File: config.mk
export PLATFORM = sky130hd
export DESIGN_NAME = sap_control_sequencer_flat
export DESIGN_NICKNAME = d
export VERILOG_FILES = /design/src/rtl/sap_ctrl_pkg.sv /design/src/rtl/sap_ctrl_if.sv /design/src/rtl/sap_ctrl_decode.sv /design/src/rtl/sap_control_sequencer.sv /design/src/flat_wrapper.sv
export SDC_FILE = /design/constraint.sdc
export NUM_CORES = 1
export LEC_CHECK = 0
export ABC_AREA = 1
export ABC_CLOCK_PERIOD_IN_PS = 1650
export CAP_MARGIN = 10
export CELL_PAD_IN_SITES_DETAIL_PLACEMENT = 0
export CELL_PAD_IN_SITES_GLOBAL_PLACEMENT = 1
export CORE_MARGIN = 1.5
export CORE_UTILIZATION = 29
export DETAILED_ROUTE_END_ITERATION = 10
export PLACE_DENSITY_LB_ADDON = 0.1
export SETUP_SLACK_MARGIN = 0.5
export SYNTH_ARGS = -nofsm -noshare
export SYNTH_HDL_FRONTEND = slang
export SYNTH_SLANG_ARGS = --single-unit
File: constraint.sdc
create_clock -name clk -period 1.65 [get_ports clk]
set_input_delay 0.165 -clock clk [delete_from_list [all_inputs] [get_ports clk]]
set_output_delay 0.165 -clock clk [all_outputs]
set_load 0.05 [all_outputs]
File: src/rtl/sap_ctrl_pkg.sv
// -----------------------------------------------------------------------------
// sap_ctrl_pkg
// Shared definitions for the SAP control sequencer: the fixed opcode map,
// FSM state codes, the packed control word driven into the datapath, and the
// control word's inactive (reset) value.
// -----------------------------------------------------------------------------
package sap_ctrl_pkg;

    // Opcode map (4-bit). A..E are illegal and run as NOP.
    localparam logic [3:0] OP_NOP  = 4'h0;
    localparam logic [3:0] OP_LDA  = 4'h1;
    localparam logic [3:0] OP_LDB  = 4'h2;
    localparam logic [3:0] OP_ADD  = 4'h3;
    localparam logic [3:0] OP_SUB  = 4'h4;
    localparam logic [3:0] OP_OUT  = 4'h5;
    localparam logic [3:0] OP_ADDI = 4'h6;
    localparam logic [3:0] OP_SUBI = 4'h7;
    localparam logic [3:0] OP_CMP  = 4'h8;
    localparam logic [3:0] OP_SKZ  = 4'h9;
    localparam logic [3:0] OP_HLT  = 4'hF;

    // Sequencer states.
    typedef logic [2:0] state_t;
    localparam state_t ST_IDLE = 3'd0;
    localparam state_t ST_EX1  = 3'd1;
    localparam state_t ST_EX2  = 3'd2;
    localparam state_t ST_DONE = 3'd3;
    localparam state_t ST_HALT = 3'd4;

    // Control word presented to the datapath. Load strobes are active low.
    typedef struct packed {
        logic bus_in_en;
        logic n_load_a;
        logic n_load_b;
        logic en_a;
        logic en_alu;
        logic alu_sub;
    } ctrl_t;

    // Nothing drives the bus, nothing loads.
    localparam ctrl_t CTRL_IDLE = '{
        bus_in_en: 1'b0,
        n_load_a:  1'b1,
        n_load_b:  1'b1,
        en_a:      1'b0,
        en_alu:    1'b0,
        alu_sub:   1'b0
    };

    function automatic logic is_illegal(input logic [3:0] op);
        return (op >= 4'hA) && (op <= 4'hE);
    endfunction

endpackage

File: src/rtl/sap_ctrl_if.sv
// -----------------------------------------------------------------------------
// sap_ctrl_if
// Instruction handshake between an instruction source and the sequencer.
//   instr_valid  source -> seq   opcode offered
//   instr_op     source -> seq   4-bit opcode, sampled only on accept
//   instr_ready  seq -> source   sequencer can accept this cycle
//   done         seq -> source   one-cycle pulse per retired instruction
// -----------------------------------------------------------------------------
interface sap_ctrl_if;
    logic       instr_valid;
    logic [3:0] instr_op;
    logic       instr_ready;
    logic       done;

    modport master (
        output instr_valid,
        output instr_op,
        input  instr_ready,
        input  done
    );

    modport slave (
        input  instr_valid,
        input  instr_op,
        output instr_ready,
        output done
    );
endinterface

File: src/rtl/sap_ctrl_decode.sv
// -----------------------------------------------------------------------------
// sap_ctrl_decode
// Pure combinational microcode: from the current state, the opcode in play,
// the pending-skip flag and the zero flag, produce the next state, the control
// word for the next cycle, and the set requests for the sticky err/skip flags.
//   state      in   current FSM state
//   op         in   opcode in play (incoming opcode in IDLE, IR otherwise)
//   skip       in   pending skip: the opcode in play is treated as NOP
//   accept     in   handshake fires this cycle
//   zf         in   datapath zero flag
//   nxt_state  out  next FSM state
//   nxt_ctrl   out  control word to register for the next cycle
//   set_err    out  illegal opcode reached EX1
//   set_skip   out  SKZ saw zf=1 in EX1
// -----------------------------------------------------------------------------
module sap_ctrl_decode
    import sap_ctrl_pkg::*;
(
    input  state_t     state,
    input  logic [3:0] op,
    input  logic       skip,
    input  logic       accept,
    input  logic       zf,
    output state_t     nxt_state,
    output ctrl_t      nxt_ctrl,
    output logic       set_err,
    output logic       set_skip
);

    logic [3:0] eff_op;

    // A skipped instruction is a NOP in every respect, including HLT and
    // illegal codes (no halt, no err).
    assign eff_op = skip ? OP_NOP : op;

    // First execute step. ADDI/SUBI begin with the LDB step.
    function automatic ctrl_t ex1_word(input logic [3:0] o);
        ctrl_t w;
        w = CTRL_IDLE;
        case (o)
            OP_LDA: begin
                w.bus_in_en = 1'b1;
                w.n_load_a  = 1'b0;
            end
            OP_LDB, OP_ADDI, OP_SUBI: begin
                w.bus_in_en = 1'b1;
                w.n_load_b  = 1'b0;
            end
            OP_ADD: begin
                w.en_alu   = 1'b1;
                w.n_load_a = 1'b0;
            end
            OP_SUB: begin
                w.en_alu   = 1'b1;
                w.alu_sub  = 1'b1;
                w.n_load_a = 1'b0;
            end
            OP_OUT: w.en_a = 1'b1;
            OP_CMP: begin
                w.en_alu  = 1'b1;
                w.alu_sub = 1'b1;
            end
            default: w = CTRL_IDLE;
        endcase
        return w;
    endfunction

    // Second execute step, only used by the immediate forms.
    function automatic ctrl_t ex2_word(input logic [3:0] o);
        ctrl_t w;
        case (o)
            OP_ADDI: w = ex1_word(OP_ADD);
            OP_SUBI: w = ex1_word(OP_SUB);
            default: w = CTRL_IDLE;
        endcase
        return w;
    endfunction

    always_comb begin
        nxt_state = state;
        nxt_ctrl  = CTRL_IDLE;
        set_err   = 1'b0;
        set_skip  = 1'b0;
        case (state)
            ST_IDLE: begin
                if (accept) begin
                    nxt_state = ST_EX1;
                    nxt_ctrl  = ex1_word(eff_op);
                end
            end
            ST_EX1: begin
                set_err  = is_illegal(eff_op);
                set_skip = (eff_op == OP_SKZ) && zf;
                if ((eff_op == OP_ADDI) || (eff_op == OP_SUBI)) begin
                    nxt_state = ST_EX2;
                    nxt_ctrl  = ex2_word(eff_op);
                end else if (eff_op == OP_HLT) begin
                    nxt_state = ST_HALT;
                end else begin
                    nxt_state = ST_DONE;
                end
            end
            ST_EX2:  nxt_state = ST_DONE;
            ST_DONE: nxt_state = ST_IDLE;
            ST_HALT: nxt_state = ST_HALT;
            default: nxt_state = ST_IDLE;
        endcase
    end

endmodule

File: src/rtl/sap_control_sequencer.sv
// -----------------------------------------------------------------------------
// sap_control_sequencer
// Microcoded control sequencer for the bus-based adder/accumulator datapath.
// Accepts opcodes over a valid/ready handshake and issues one registered
// control word per cycle.
//   clk, rst_n     clock, asynchronous active-low reset
//   bus (slave)    instr_valid/instr_op in, instr_ready/done out
//   zf_in, cf_in   datapath flags (cf_in reserved)
//   bus_in_en, n_load_a, n_load_b, en_a, en_alu, alu_sub   control word
//   halted         HLT executed, held until reset
//   err            sticky illegal-opcode flag
// All control outputs and done come straight from flops, so instr_* never
// reaches an output combinationally.
// -----------------------------------------------------------------------------
module sap_control_sequencer
    import sap_ctrl_pkg::*;
(
    input  logic        clk,
    input  logic        rst_n,
    sap_ctrl_if.slave   bus,
    input  logic        zf_in,
    input  logic        cf_in,
    output logic        bus_in_en,
    output logic        n_load_a,
    output logic        n_load_b,
    output logic        en_a,
    output logic        en_alu,
    output logic        alu_sub,
    output logic        halted,
    output logic        err
);

    state_t     state_q, state_d;
    ctrl_t      ctrl_q, ctrl_d;
    logic [3:0] ir_q, ir_d;
    logic       skip_q, skip_d;
    logic       err_q, err_d;
    logic       halted_q, halted_d;
    logic       done_q, done_d;

    state_t     nxt_state;
    ctrl_t      nxt_ctrl;
    logic       set_err;
    logic       set_skip;
    logic       accept;
    logic [3:0] op_sel;

    // Carry is reserved for future conditional ops.
    logic       cf_unused;
    assign cf_unused = cf_in;

    // HALT is its own state, so IDLE alone implies "not halted".
    assign bus.instr_ready = (state_q == ST_IDLE);
    assign accept          = bus.instr_valid && bus.instr_ready;

    // In IDLE the EX1 word must be registered on the accept edge itself,
    // before IR holds the opcode, so decode the incoming opcode directly.
    assign op_sel = (state_q == ST_IDLE) ? bus.instr_op : ir_q;

    sap_ctrl_decode u_decode (
        .state     (state_q),
        .op        (op_sel),
        .skip      (skip_q),
        .accept    (accept),
        .zf        (zf_in),
        .nxt_state (nxt_state),
        .nxt_ctrl  (nxt_ctrl),
        .set_err   (set_err),
        .set_skip  (set_skip)
    );

    always_comb begin
        state_d  = nxt_state;
        ctrl_d   = nxt_ctrl;
        ir_d     = accept ? bus.instr_op : ir_q;
        // skip lives exactly until the end of the next instruction's EX1;
        // the same EX1 may re-arm it if that instruction is itself SKZ.
        skip_d   = (state_q == ST_EX1) ? set_skip : skip_q;
        err_d    = err_q | set_err;
        halted_d = halted_q | (nxt_state == ST_HALT);
        done_d   = (nxt_state == ST_DONE);
    end

    always_ff @(posedge clk or negedge rst_n) begin
        if (!rst_n) begin
            state_q  <= ST_IDLE;
            ctrl_q   <= CTRL_IDLE;
            ir_q     <= OP_NOP;
            skip_q   <= 1'b0;
            err_q    <= 1'b0;
            halted_q <= 1'b0;
            done_q   <= 1'b0;
        end else begin
            state_q  <= state_d;
            ctrl_q   <= ctrl_d;
            ir_q     <= ir_d;
            skip_q   <= skip_d;
            err_q    <= err_d;
            halted_q <= halted_d;
            done_q   <= done_d;
        end
    end

    assign bus.done  = done_q;
    assign bus_in_en = ctrl_q.bus_in_en;
    assign n_load_a  = ctrl_q.n_load_a;
    assign n_load_b  = ctrl_q.n_load_b;
    assign en_a      = ctrl_q.en_a;
    assign en_alu    = ctrl_q.en_alu;
    assign alu_sub   = ctrl_q.alu_sub;
    assign halted    = halted_q;
    assign err       = err_q;

endmodule

File: src/flat_wrapper.sv
// flat-port wrapper written by rule: the top's interface ports become plain ports
module sap_control_sequencer_flat import sap_ctrl_pkg::*;
  (clk, rst_n, zf_in, cf_in, bus_in_en, n_load_a, n_load_b, en_a, en_alu, alu_sub, halted, err, bus_instr_valid, bus_instr_op, bus_instr_ready, bus_done);
  sap_ctrl_if bus_i ();
  input  logic clk;
  input  logic rst_n;
  input  logic zf_in;
  input  logic cf_in;
  output logic bus_in_en;
  output logic n_load_a;
  output logic n_load_b;
  output logic en_a;
  output logic en_alu;
  output logic alu_sub;
  output logic halted;
  output logic err;
  input wire logic [$bits(bus_i.instr_valid)-1:0] bus_instr_valid;
  input wire logic [$bits(bus_i.instr_op)-1:0] bus_instr_op;
  output wire logic [$bits(bus_i.instr_ready)-1:0] bus_instr_ready;
  output wire logic [$bits(bus_i.done)-1:0] bus_done;
  assign bus_i.instr_valid = bus_instr_valid;
  assign bus_i.instr_op = bus_instr_op;
  assign bus_instr_ready = bus_i.instr_ready;
  assign bus_done = bus_i.done;
  sap_control_sequencer u_core (.clk(clk), .rst_n(rst_n), .bus(bus_i), .zf_in(zf_in), .cf_in(cf_in), .bus_in_en(bus_in_en), .n_load_a(n_load_a), .n_load_b(n_load_b), .en_a(en_a), .en_alu(en_alu), .alu_sub(alu_sub), .halted(halted), .err(err));
endmodule
==> results of run 1 <==
per-layer routing:
metal | up-vias | routed length (um)
li1 | 401 | -
met1 | 347 | 989
met2 | 19 | 960
met3 | 2 | 90
met4 | 0 | 24
met5 | - | 0
layout make-up:
cell class / count / share of cell area
multi-input cells: 66 / 0.3572
flip-flops and latches: 17 / 0.2987
repair buffers: 34 / 0.2314
inverters: 21 / 0.06638
well taps: 31 / 0.02707
clock buffers: 3 / 0.01572
clock inverters: 1 / 0.003493
critical path, stage by stage (launching register included):
cell,delay [ps]
dfrtp_1,430
inv_4,170
nand2_4,120
buf_6,150
inv_8,60
buf_12,130
final timing paths:
check                           slack, ps              start  cells after the start               to
worst min register to register        470      u_core.halted                      2    u_core.halted
min in group clk                      440              zf_in                      3    u_core.skip_q
max in group asynchronous            1210              rst_n                      2  u_core.n_load_a
worst min-delay path                  190              rst_n                      2      u_core.en_a
worst max register to register        150  u_core.state_q[2]                     10   u_core.alu_sub
worst max-delay path                  130  u_core.state_q[0]                      5  bus_instr_ready
power by group:
| part | leakage [nW] | switching (mW) | total [mW] | internal, mW |
|---|---|---|---|---|
| sequential | 0.209 | 0.0836 | 0.656 | 0.572 |
| combinational | 0.470 | 1.43 | 2.45 | 1.02 |
| clock | 0.0177 | 0.142 | 0.232 | 0.0903 |
cells in the mapped netlist, drive strengths merged:
| cell | n |
|---|---|
| nor2 | 8 |
| o22ai | 1 |
| dfstp | 2 |
| o21bai | 1 |
| nand2 | 28 |
| dfrtp | 15 |
| o21ai | 10 |
| nand3 | 13 |
| buf | 1 |
| inv | 19 |
| a21oi | 1 |
| clkinv | 2 |
| nor3 | 3 |
| a21boi | 1 |
per-stage QoR:
step | cells | hold slack [ps] | util | cell area [um2] | setup WS, ps
after global routing | 173 | 201.2 | 0.5064 | 1433 | 48.68
after global placement | 154 | 446.7 | 0.3994 | 1130 | 97.45
final | 173 | 187.1 | 0.5064 | 1433 | 131.3
after CTS | 167 | 187.9 | 0.4701 | 1330 | 136.6
after detailed placement | 154 | 454.4 | 0.3994 | 1130 | 83.70
after floorplan | 105 | -130.6 | - | 917.1 | 266.9
repair_timing:
action	4_1_cts	5_1_grt
pin swaps	9	7
hold endpoints to repair	0	0
gates resized for setup	50	17
setup endpoints to repair	25	20
setup buffers	9	6
logic make-up (layout without fill, tap and decap cells):
family,count (synthesis),count (layout),synth area share
compound gates,14,14,0.09002
buf+inv,22,59,0.1027
flops,17,17,0.4810
simple gates,52,52,0.3263
==> out/results.tsv, run 1 <==
stage	metric	value	unit
outcome	outcome	finished clean	
drt	DRT Pass-1 Iters	4	
setup_path	Arr. time, crit path	1350	ps
clocking	Hold Buf Count CTS	0	
grt	met3 Usage GRT	0.04615	
layout	most common cell after layout, fill and taps aside	dfrtp_1	
die	row cnt	19	
synthesis	Cells after Synth	105	
synthesis	Seq/Total Area, Yosys	0.4810	
sta	Setup TNS Final	0	ps
sta	Setup violations, final	0	
layout	number of flip-flops under the largest register name	4	
layout	Top Registers	u_core.ir_q (4), u_core.state_q (3)	
min_path	Hold WC Path Type	in -> async	
setup_path	Crit. End Element	output pin	
clocking	clk sinks	17	
grt	M1 GR Usage	0.1860	
setup_path	worst-path maximum fanout	8	
layout	Layout area overhead	61.04	%
sta	RSZ-0062 raised after global routing	true	
synthesis	FF+latch count, synth	17	
power_and_ir_drop	Leak	0.6960	nW
clocking	Worst-path clk slew	100	ps
grt	largest net degree at the start of global routing	18	
sta	minimum clock period after layout	1519	ps
synthesis	synthesized area	889.6	um2
die	core area	0.002829	mm2
placed_design	DP HPWL	1290	um
setup_path	required time of the critical path	1480	ps
setup_path	Setup Crit Path Kind	reg -> out	
run	Max Cap Violations	0	
sta	max-slew violations	0	
clocking	root buf cell	clkbuf_4	
placed_design	GPL Wtd Cong	0.6993	
grt	global route hottest layer	met2	
die	die area	0.003409	mm2
synthesis	Yosys top cell area share	0.4219	
drt	ANT nets after route	0	
layout	n_diodes	0	
layout	Reg area	427.9	um2
sta	Worst Skew	2.140	ps
synthesis	Syn Area/Cell	8.472	um2
grt	first-pass GRT wire length	3629	um
grt	gr usage total	0.1407	
clocking	cts bufs inserted	3	
sta	maximum clock rate	0.6585	GHz
clocking	Clock Tree Buf Depth	2	
synthesis	Yosys cell types	25	
sta	crit share post-route	0.9204	
layout	final net count	152	
die	Die Y	58.39	um
power_and_ir_drop	Max VDD drop	0.9359	mV
power_and_ir_drop	power per cell area	2327	mW/mm2
layout	share of layout cells above drive strength 1	0.5211	
layout	most flop-heavy register	u_core.ir_q	
sta	slew margin rel.	0.8207	
placed_design	I/O Buffers	17	
grt	grt met2 use	0.2199	
synthesis	synth top area cells	dfrtp_1 42%, nand2_1 9.7%, inv_1 6.3%, dfstp_2 5.9%, nand3_1 5.1%	
die	Starting Density	0.3145	
synthesis	Syn Nets	114	
sta	final hold viol count	0	
die	Ports	19	
power_and_ir_drop	total power	3.334	mW
clocking	CTS tree	done	
grt	grt ovf	0	
layout	Multi-input gate area	511.7	um2
grt	number of global-route vias before repair	790	
sta	worst-margin pin slew	266.8	ps
die	Die W	58.39	um
drt	Via Count	769	
layout	commonest non-fill, non-tap cells in the layout	15 x dfrtp_1, 14 x inv_1, 14 x nand2_1	
drt	violation count after the first detailed-route iteration	13	
drt	wire length per cell	11.94	um
clocking	clock insertion delay at the later pin of the skew report	300	ps
layout	# fillers	270	
synthesis	Synth warnings	0	
clocking	H-tree depth	1	
drt	number of remaining DRC errors	0	
grt	initial antenna violation count	0	
synthesis	biggest area consumer among synthesized cells	dfrtp_1	
setup_path	crit start category	flip-flop	
drt	Post-Route WL	2065	um
drt	via density per instance	4.445	
Note: power is estimated with default switching activity, not from simulation.
==> inputs of run 2 (changes only) <==
SYNTH_HIERARCHICAL = 1   (was unset)
==> run 2 against run 1 <==
Non-clock buffer count grew 12. Sequential share of layout area down 2.1 points. First-iteration DRC count up 54%. Cell area grew 8.2%. Critical endpoint is now u_core/err. Die area rose by 7.3%. Final cell count up 22%. Count of clock-buffer cells in the layout rose by 1.
==> out/results.tsv, run 2 <==
stage	metric	value	unit	change
setup_path	Register-to-Register Setup Slack	20	ps	was 150 ps
setup_path	required time of the critical path	1840	ps	was 1480 ps
synthesis	FF+latch count, synth	17		unchanged
die	Starting Density	0.3089		was 0.3145
synthesis	Post-synth ARST share	1.000		unchanged
setup_path	Arr. time, crit path	1830	ps	was 1350 ps
synthesis	Syn Area/Cell	8.192	um2	was 8.472 um2
drt	DRT Pass-1 Iters	4		unchanged
synthesis	simple-gate area share of the yosys netlist	0.4674		was 0.3263
setup_path	Reg-to-Reg End	u_core/err		was u_core.alu_sub
drt	Post-Route WL	2425	um	was 2065 um
grt	largest net degree at the start of global routing	18		unchanged
placed_design	I/O Buffers	17		unchanged
setup_path	crit start category	flip-flop		unchanged
die	row cnt	20		was 19
synthesis	post-synthesis mux area share	0		unchanged
placed_design	DP HPWL	1718	um	was 1290 um
clocking	Hold Buf Count CTS	0		unchanged
die	Die Y	60.49	um	was 58.39 um
die	Ports	19		unchanged
synthesis	synthesized area	958.4	um2	was 889.6 um2
synthesis	biggest area consumer among synthesized cells	dfrtp_1		unchanged
sta	worst-margin pin slew	336.3	ps	was 266.8 ps
drt	number of remaining DRC errors	0		unchanged
setup_path	CP max stage delay	450	ps	was 430 ps
layout	share of layout cells above drive strength 1	0.5449		was 0.5211
sta	final hold viol count	0		unchanged
min_path	Hold WC Path Type	in -> async		unchanged
layout	commonest non-fill, non-tap cells in the layout	28 x buf_4, 28 x nand2_1, 13 x nand2_2, 13 x dfrtp_1		was 15 x dfrtp_1, 14 x inv_1, 14 x nand2_1
layout	most flop-heavy register	u_core/ir_q		was u_core.ir_q
power_and_ir_drop	total power	3.215	mW	was 3.334 mW
setup_path	FF-to-FF path depth	11		was 10
setup_path	Crit path buffers/inverters	1		was 4
grt	M1 GR Usage	0.1789		was 0.1860
drt	ANT nets after route	0		unchanged
drt	wire length per cell	11.49	um	was 11.94 um
power_and_ir_drop	power per cell area	2074	mW/mm2	was 2327 mW/mm2
die	die area	0.003659	mm2	was 0.003409 mm2
power_and_ir_drop	Max VDD drop	0.8058	mV	was 0.9359 mV
drt	Via Count	944		was 769
setup_path	Slowest-stage cell, CP	dfrtp_2		was dfrtp_1
synthesis	largest family of logic cells by synthesized area	simple AND/OR/NAND/NOR gates		unchanged
synthesis	top_reg_cell synth	dfrtp_1		unchanged
synthesis	Synth Area in Compound Gates	0.04047		was 0.09001
die	Die W	60.49	um	was 58.39 um
synthesis	Seq/Total Area, Yosys	0.4465		was 0.4810
sta	slew margin rel.	0.7751		was 0.8207
layout	Top Registers	u_core/ir_q (4), u_core/state_q (3)		was u_core.ir_q (4), u_core.state_q (3)
power_and_ir_drop	Leak	0.7539	nW	was 0.6960 nW
synthesis	Synth warnings	6		was 0
drt	violation count after the first detailed-route iteration	20		was 13
grt	grt ovf	0		unchanged
drt	via density per instance	4.474		was 4.445
clocking	Worst-path clk slew	110	ps	was 100 ps
sta	crit share post-route	0.9906		was 0.9204
setup_path	R2R Path Start	u_core/state_q[2]		was u_core.state_q[2]
clocking	H-tree depth	1		unchanged
sta	maximum clock rate	0.6118	GHz	was 0.6585 GHz
layout	final net count	177		was 152
die	core area	0.003103	mm2	was 0.002829 mm2
outcome	outcome	finished clean		unchanged
clocking	clock insertion delay at the later pin of the skew report	300	ps	about the same
setup_path	Setup Crit Path Kind	reg -> reg		was reg -> out
grt	number of global-route vias before repair	875		was 790
synthesis	Post-synth EDFFs	0		unchanged
layout	number of flip-flops under the largest register name	4		unchanged
grt	first-pass GRT wire length	3898	um	was 3629 um
synthesis	Yosys top cell area share	0.3916		was 0.4219
layout	n_diodes	0		unchanged
synthesis	Cells after Synth	117		was 105
synthesis	Post-Synth XOR/XNOR Area	0		unchanged
synthesis	Post-Synth Adder-Cell Area	0		unchanged
sta	minimum clock period after layout	1634	ps	was 1519 ps
clocking	Clock Tree Buf Depth	2		unchanged
clocking	clk sinks	17		unchanged
grt	initial antenna violation count	0		unchanged
setup_path	CP delay by family, top	simple AND/OR/NAND/NOR gates		was buffers and inverters
clocking	CTS tree	done		unchanged
layout	Layout area overhead	61.75	%	was 61.04%
synthesis	most common cell in the netlist	nand2_1		unchanged
synthesis	Yosys cell types	23		was 25
setup_path	worst-path maximum fanout	5		was 8
sta	max-slew violations	0		unchanged
clocking	cts bufs inserted	3		unchanged
grt	grt met2 use	0.2438		was 0.2199
setup_path	crit-path cells	nor2_8 > nand2_4 > inv_8 > nand2_4 > nand2_4 > nand2_4 > nor2_4 > nand2_2 > nand2_2 > nor2_1 > or2_4		was inv_4 > nand2_4 > buf_6 > inv_8 > buf_12
synthesis	Synth top cells by count	38 x nand2_1, 15 x dfrtp_1, 11 x nand3_1		was 23 x nand2_1, 15 x dfrtp_1, 15 x inv_1
clocking	root buf cell	clkbuf_4		unchanged
sta	Setup violations, final	0		unchanged
synthesis	synth top area cells	dfrtp_1 39%, nand2_1 15%, nand3_1 5.7%, dfstp_2 5.5%, nand2_2 5.2%		was dfrtp_1 42%, nand2_1 9.7%, inv_1 6.3%, dfstp_2 5.9%, nand3_1 5.1%
grt	global route hottest layer	met2		unchanged
sta	Worst Skew	7.161	ps	was 2.140 ps
setup_path	Crit. End Element	flip-flop		was output pin
sta	RSZ-0062 raised after global routing	true		unchanged
run	Max Cap Violations	0		unchanged
placed_design	placed cells	190		was 154
synthesis	Syn Nets	126		was 114
placed_design	GPL Wtd Cong	0.8271		was 0.6993
grt	met3 Usage GRT	0.05117		was 0.04615
layout	final non-filler cell total	211		was 173
setup_path	most used cell, CP	nand2_4		
grt	gr usage total	0.1497		was 0.1407
run 2: kinds of logic (layout without fill, tap and decap cells):
logic type | after synthesis | after routing
AOI/OAI and AO/OA | 6 | 6
buffers and inverters | 11 | 61
DFF | 17 | 17
and+or+nand+nor | 83 | 83
run 2: area by class of cell:
| cell class | instances | area (um2) |
|---|---|---|
| Timing Repair Buffer | 46 | 395.4 |
| Inverter | 11 | 48.80 |
| Multi-Input combinational cell | 89 | 594.3 |
| Clock buffer | 4 | 26.28 |
| Fill cell | 338 | 1553 |
| Sequential cell | 17 | 430.4 |
| Tap cell | 44 | 55.05 |
run 2: where the power goes:
part	internal, mW	total, mW	leakage [nW]	switching [mW]
clock network	0.0943	0.234	0.0150	0.140
logic	1.03	2.35	0.527	1.32
registers	0.551	0.632	0.212	0.0806
run 2: stage by stage:
stage               hold slack [ps]  setup TNS (ps)    util  area, um2  worst slack [ps]
detailed placement            467.7               0  0.4266       1324             1.186
global route                  195.2          -260.7  0.4996       1550            -72.86
CTS                           181.3               0  0.4585       1423             67.73
floorplan                    -130.6          -51.46       -       1011            -33.09
finish                        175.2               0  0.4996       1550             15.54
global placement              460.8               0  0.4266       1324             20.91
run 2: worst max-delay path by stage:
stage	start	end	slack, ps	depth (start not counted)
finish	u_core/state_q[2]	u_core/err	20	11
global route	u_core/state_q[2]	u_core/halted	-70	13
CTS	u_core/state_q[1]	u_core/halted	70	11
detailed placement	u_core/state_q[2]	u_core/halted	1	11
global placement	u_core/state_q[2]	u_core/halted	20	13
floorplan	u_core/state_q[2]	u_core/err	-30	11
run 2: what timing repair did:
| action | in CTS | in global routing |
|---|---|---|
| pin swaps | 11 | 14 |
| gates resized for setup | 31 | 12 |
| setup buffers | 7 | 10 |
| endpoints found under the setup margin | 20 | 18 |
run 2: routing by layer:
layer  vias to the layer above  wire length, um
met3                         6               98
met2                        18             1224
met4                         0               51
li1                        477                -
met1                       443             1050
met5                         -                0
==> inputs of run 3 (changes only) <==
CAP_MARGIN = 0   (was 10)
==> results of run 3 <==
Same layout as run 2: the final DEF is identical, and so are final timing and power.
==> RTL edit: new RTL, config.mk and constraints of run 2 <==
Reset style: synchronous (`rst_n`), changed in one clocked block. Comments in the files are not updated.
--- a/src/rtl/sap_control_sequencer.sv
+++ b/src/rtl/sap_control_sequencer.sv
@@ -81,7 +81,7 @@
         done_d   = (nxt_state == ST_DONE);
     end
 
-    always_ff @(posedge clk or negedge rst_n) begin
+    always_ff @(posedge clk) begin
         if (!rst_n) begin
             state_q  <= ST_IDLE;
             ctrl_q   <= CTRL_IDLE;
Check against the original RTL: differs if rst_n is asserted again (counterexample within 4 cycles, from zero or initial values and one cycle with rst_n low); with rst_n held inactive, the same outputs for 10 cycles.
==> RTL edit against run 2 <==
Routed wire length grew 4.5%. Setup slack got worse by 10 ps. Utilization is 2.5 points lower. Total power shrank 12%. Cell count grew 12%. Sequential cell count unchanged. First-iteration DRC count is 5.0% higher. Synthesized area is 3.0% higher. Design area grew 1.5%. Non-clock buffer count shrank 6. Critical path type unchanged. Critical endpoint is now u_core/halted$_SDFF_PN0_. Largest power group unchanged.
==> RTL edit: results <==
{
  "fin_skew_ps": 6.25,
  "crit_arrival_ps": 1880,
  "wl_met2_mm": 1.21,
  "ys_seq_area_share_pct": 34.5,
  "io_buffers": 17,
  "drt_iter0_drc": 21,
  "m1WireLength_mm": 1.24,
  "hpwl_mm": 1.82,
  "top_layer": "met4",
  "status": "complete, no violations",
  "synth_area_leaders": "dfxtp_1, nand2_1, inv_1",
  "hold_path.class": "reg -> reg",
  "final_nets": 201,
  "synth_fp_nets": 156,
  "ys_top_cells_by_count": "nand2_1, inv_1, dfxtp_1, nor2_1, nand3_1",
  "grt_pass1_vias": 942,
  "fillers": 362,
  "drt_pre_antenna_iters": 4,
  "reg.largest.list": "u_core/ir_q (4), u_core/state_q (3)",
  "grt_pass1_wl_mm": 4.14,
  "gp_congestion": 0.801,
  "grt_use_total_pct": 15.1,
  "relSlewSlack_pct": 76.2,
  "wl_per_cell_um": 10.7,
  "async_flop_share_pct": 0,
  "grt_max_degree": 10,
  "synth_cell_type_count": 22,
  "vdd_ir_drop_max_v": 0.00102,
  "drive_gt1_share_pct": 44.5,
  "clockBufferDepth": 2,
  "route.met3.wl_um": 47
}
RTL edit: logic make-up (layout without fill, tap and decap cells):
logic type / after synthesis / after routing / synth area share [%]
simple gates: 88 / 89 / 47.4
compound gates: 11 / 11 / 6.21
flops: 17 / 17 / 34.5
buf+inv: 31 / 74 / 11.9
RTL edit: final timing paths:
check             cells past startpoint                    startpoint                        to
setup / recovery                     11  u_core/state_q[1]$_SDFF_PN0_  u_core/halted$_SDFF_PN0_
hold / removal                        2         u_core/err$_SDFF_PN0_     u_core/err$_SDFF_PN0_
setup reg to reg                     11  u_core/state_q[1]$_SDFF_PN0_  u_core/halted$_SDFF_PN0_
hold reg to reg                       2         u_core/err$_SDFF_PN0_     u_core/err$_SDFF_PN0_
RTL edit: stage by stage:
| stage | std cells | setup WS (ps) | hold slack, ps | instance area (sq um) | util [%] |
|---|---|---|---|---|---|
| finish | 237 | 5.23 | 492 | 1570 | 47.5 |
| global route | 237 | -104 | 526 | 1570 | 47.5 |
| CTS | 236 | 24.5 | 496 | 1560 | 47.0 |
| detailed placement | 227 | -58.8 | 459 | 1420 | 42.9 |
| global placement | 227 | -45.7 | 450 | 1420 | 42.9 |
| floorplan | 147 | 67.2 | 281 | 1060 | - |
RTL edit: repair_timing:
| action | in CTS | in global routing |
|---|---|---|
| pin swaps | 18 | 6 |
| gates cloned | 1 | 0 |
| buffers inserted | 4 | 1 |
| gates resized for setup | 59 | 10 |
| endpoints found under the setup margin | 22 | 21 |
RTL edit: worst max-delay path, stage by stage (launching register included):
cell and delay, ps:
dfxtp_4 370, nor2_8 180, nand2_8 100, o21ai_4 210, nand2_4 100, nor2_4 140
nand2_2 80, nand2_2 80, o21ai_2 60, nor2_1 100, a21oi_1 60, nor2_1 100
RTL edit: final cells by class:
| cell class | instances | area share (%) |
|---|---|---|
| well taps | 46 | 3.66 |
| clock buffers | 4 | 1.67 |
| inverters | 30 | 7.16 |
| flip-flops and latches | 17 | 22.1 |
| multi-input cells | 100 | 44.5 |
| repair buffers | 40 | 20.9 |
RTL edit: where the power goes:
| part | internal [mW] | switching [mW] |
|---|---|---|
| clock | 0.0940 | 0.133 |
| combinational | 0.833 | 1.21 |
| sequential | 0.498 | 0.0527 |
RTL edit: routing by layer:
metal | up-vias | track usage, %
met5 | - | 0
met4 | 0 | 5.47
met3 | 4 | 2.52
li1 | 538 | -
met2 | 11 | 24.2
met1 | 475 | 20.5
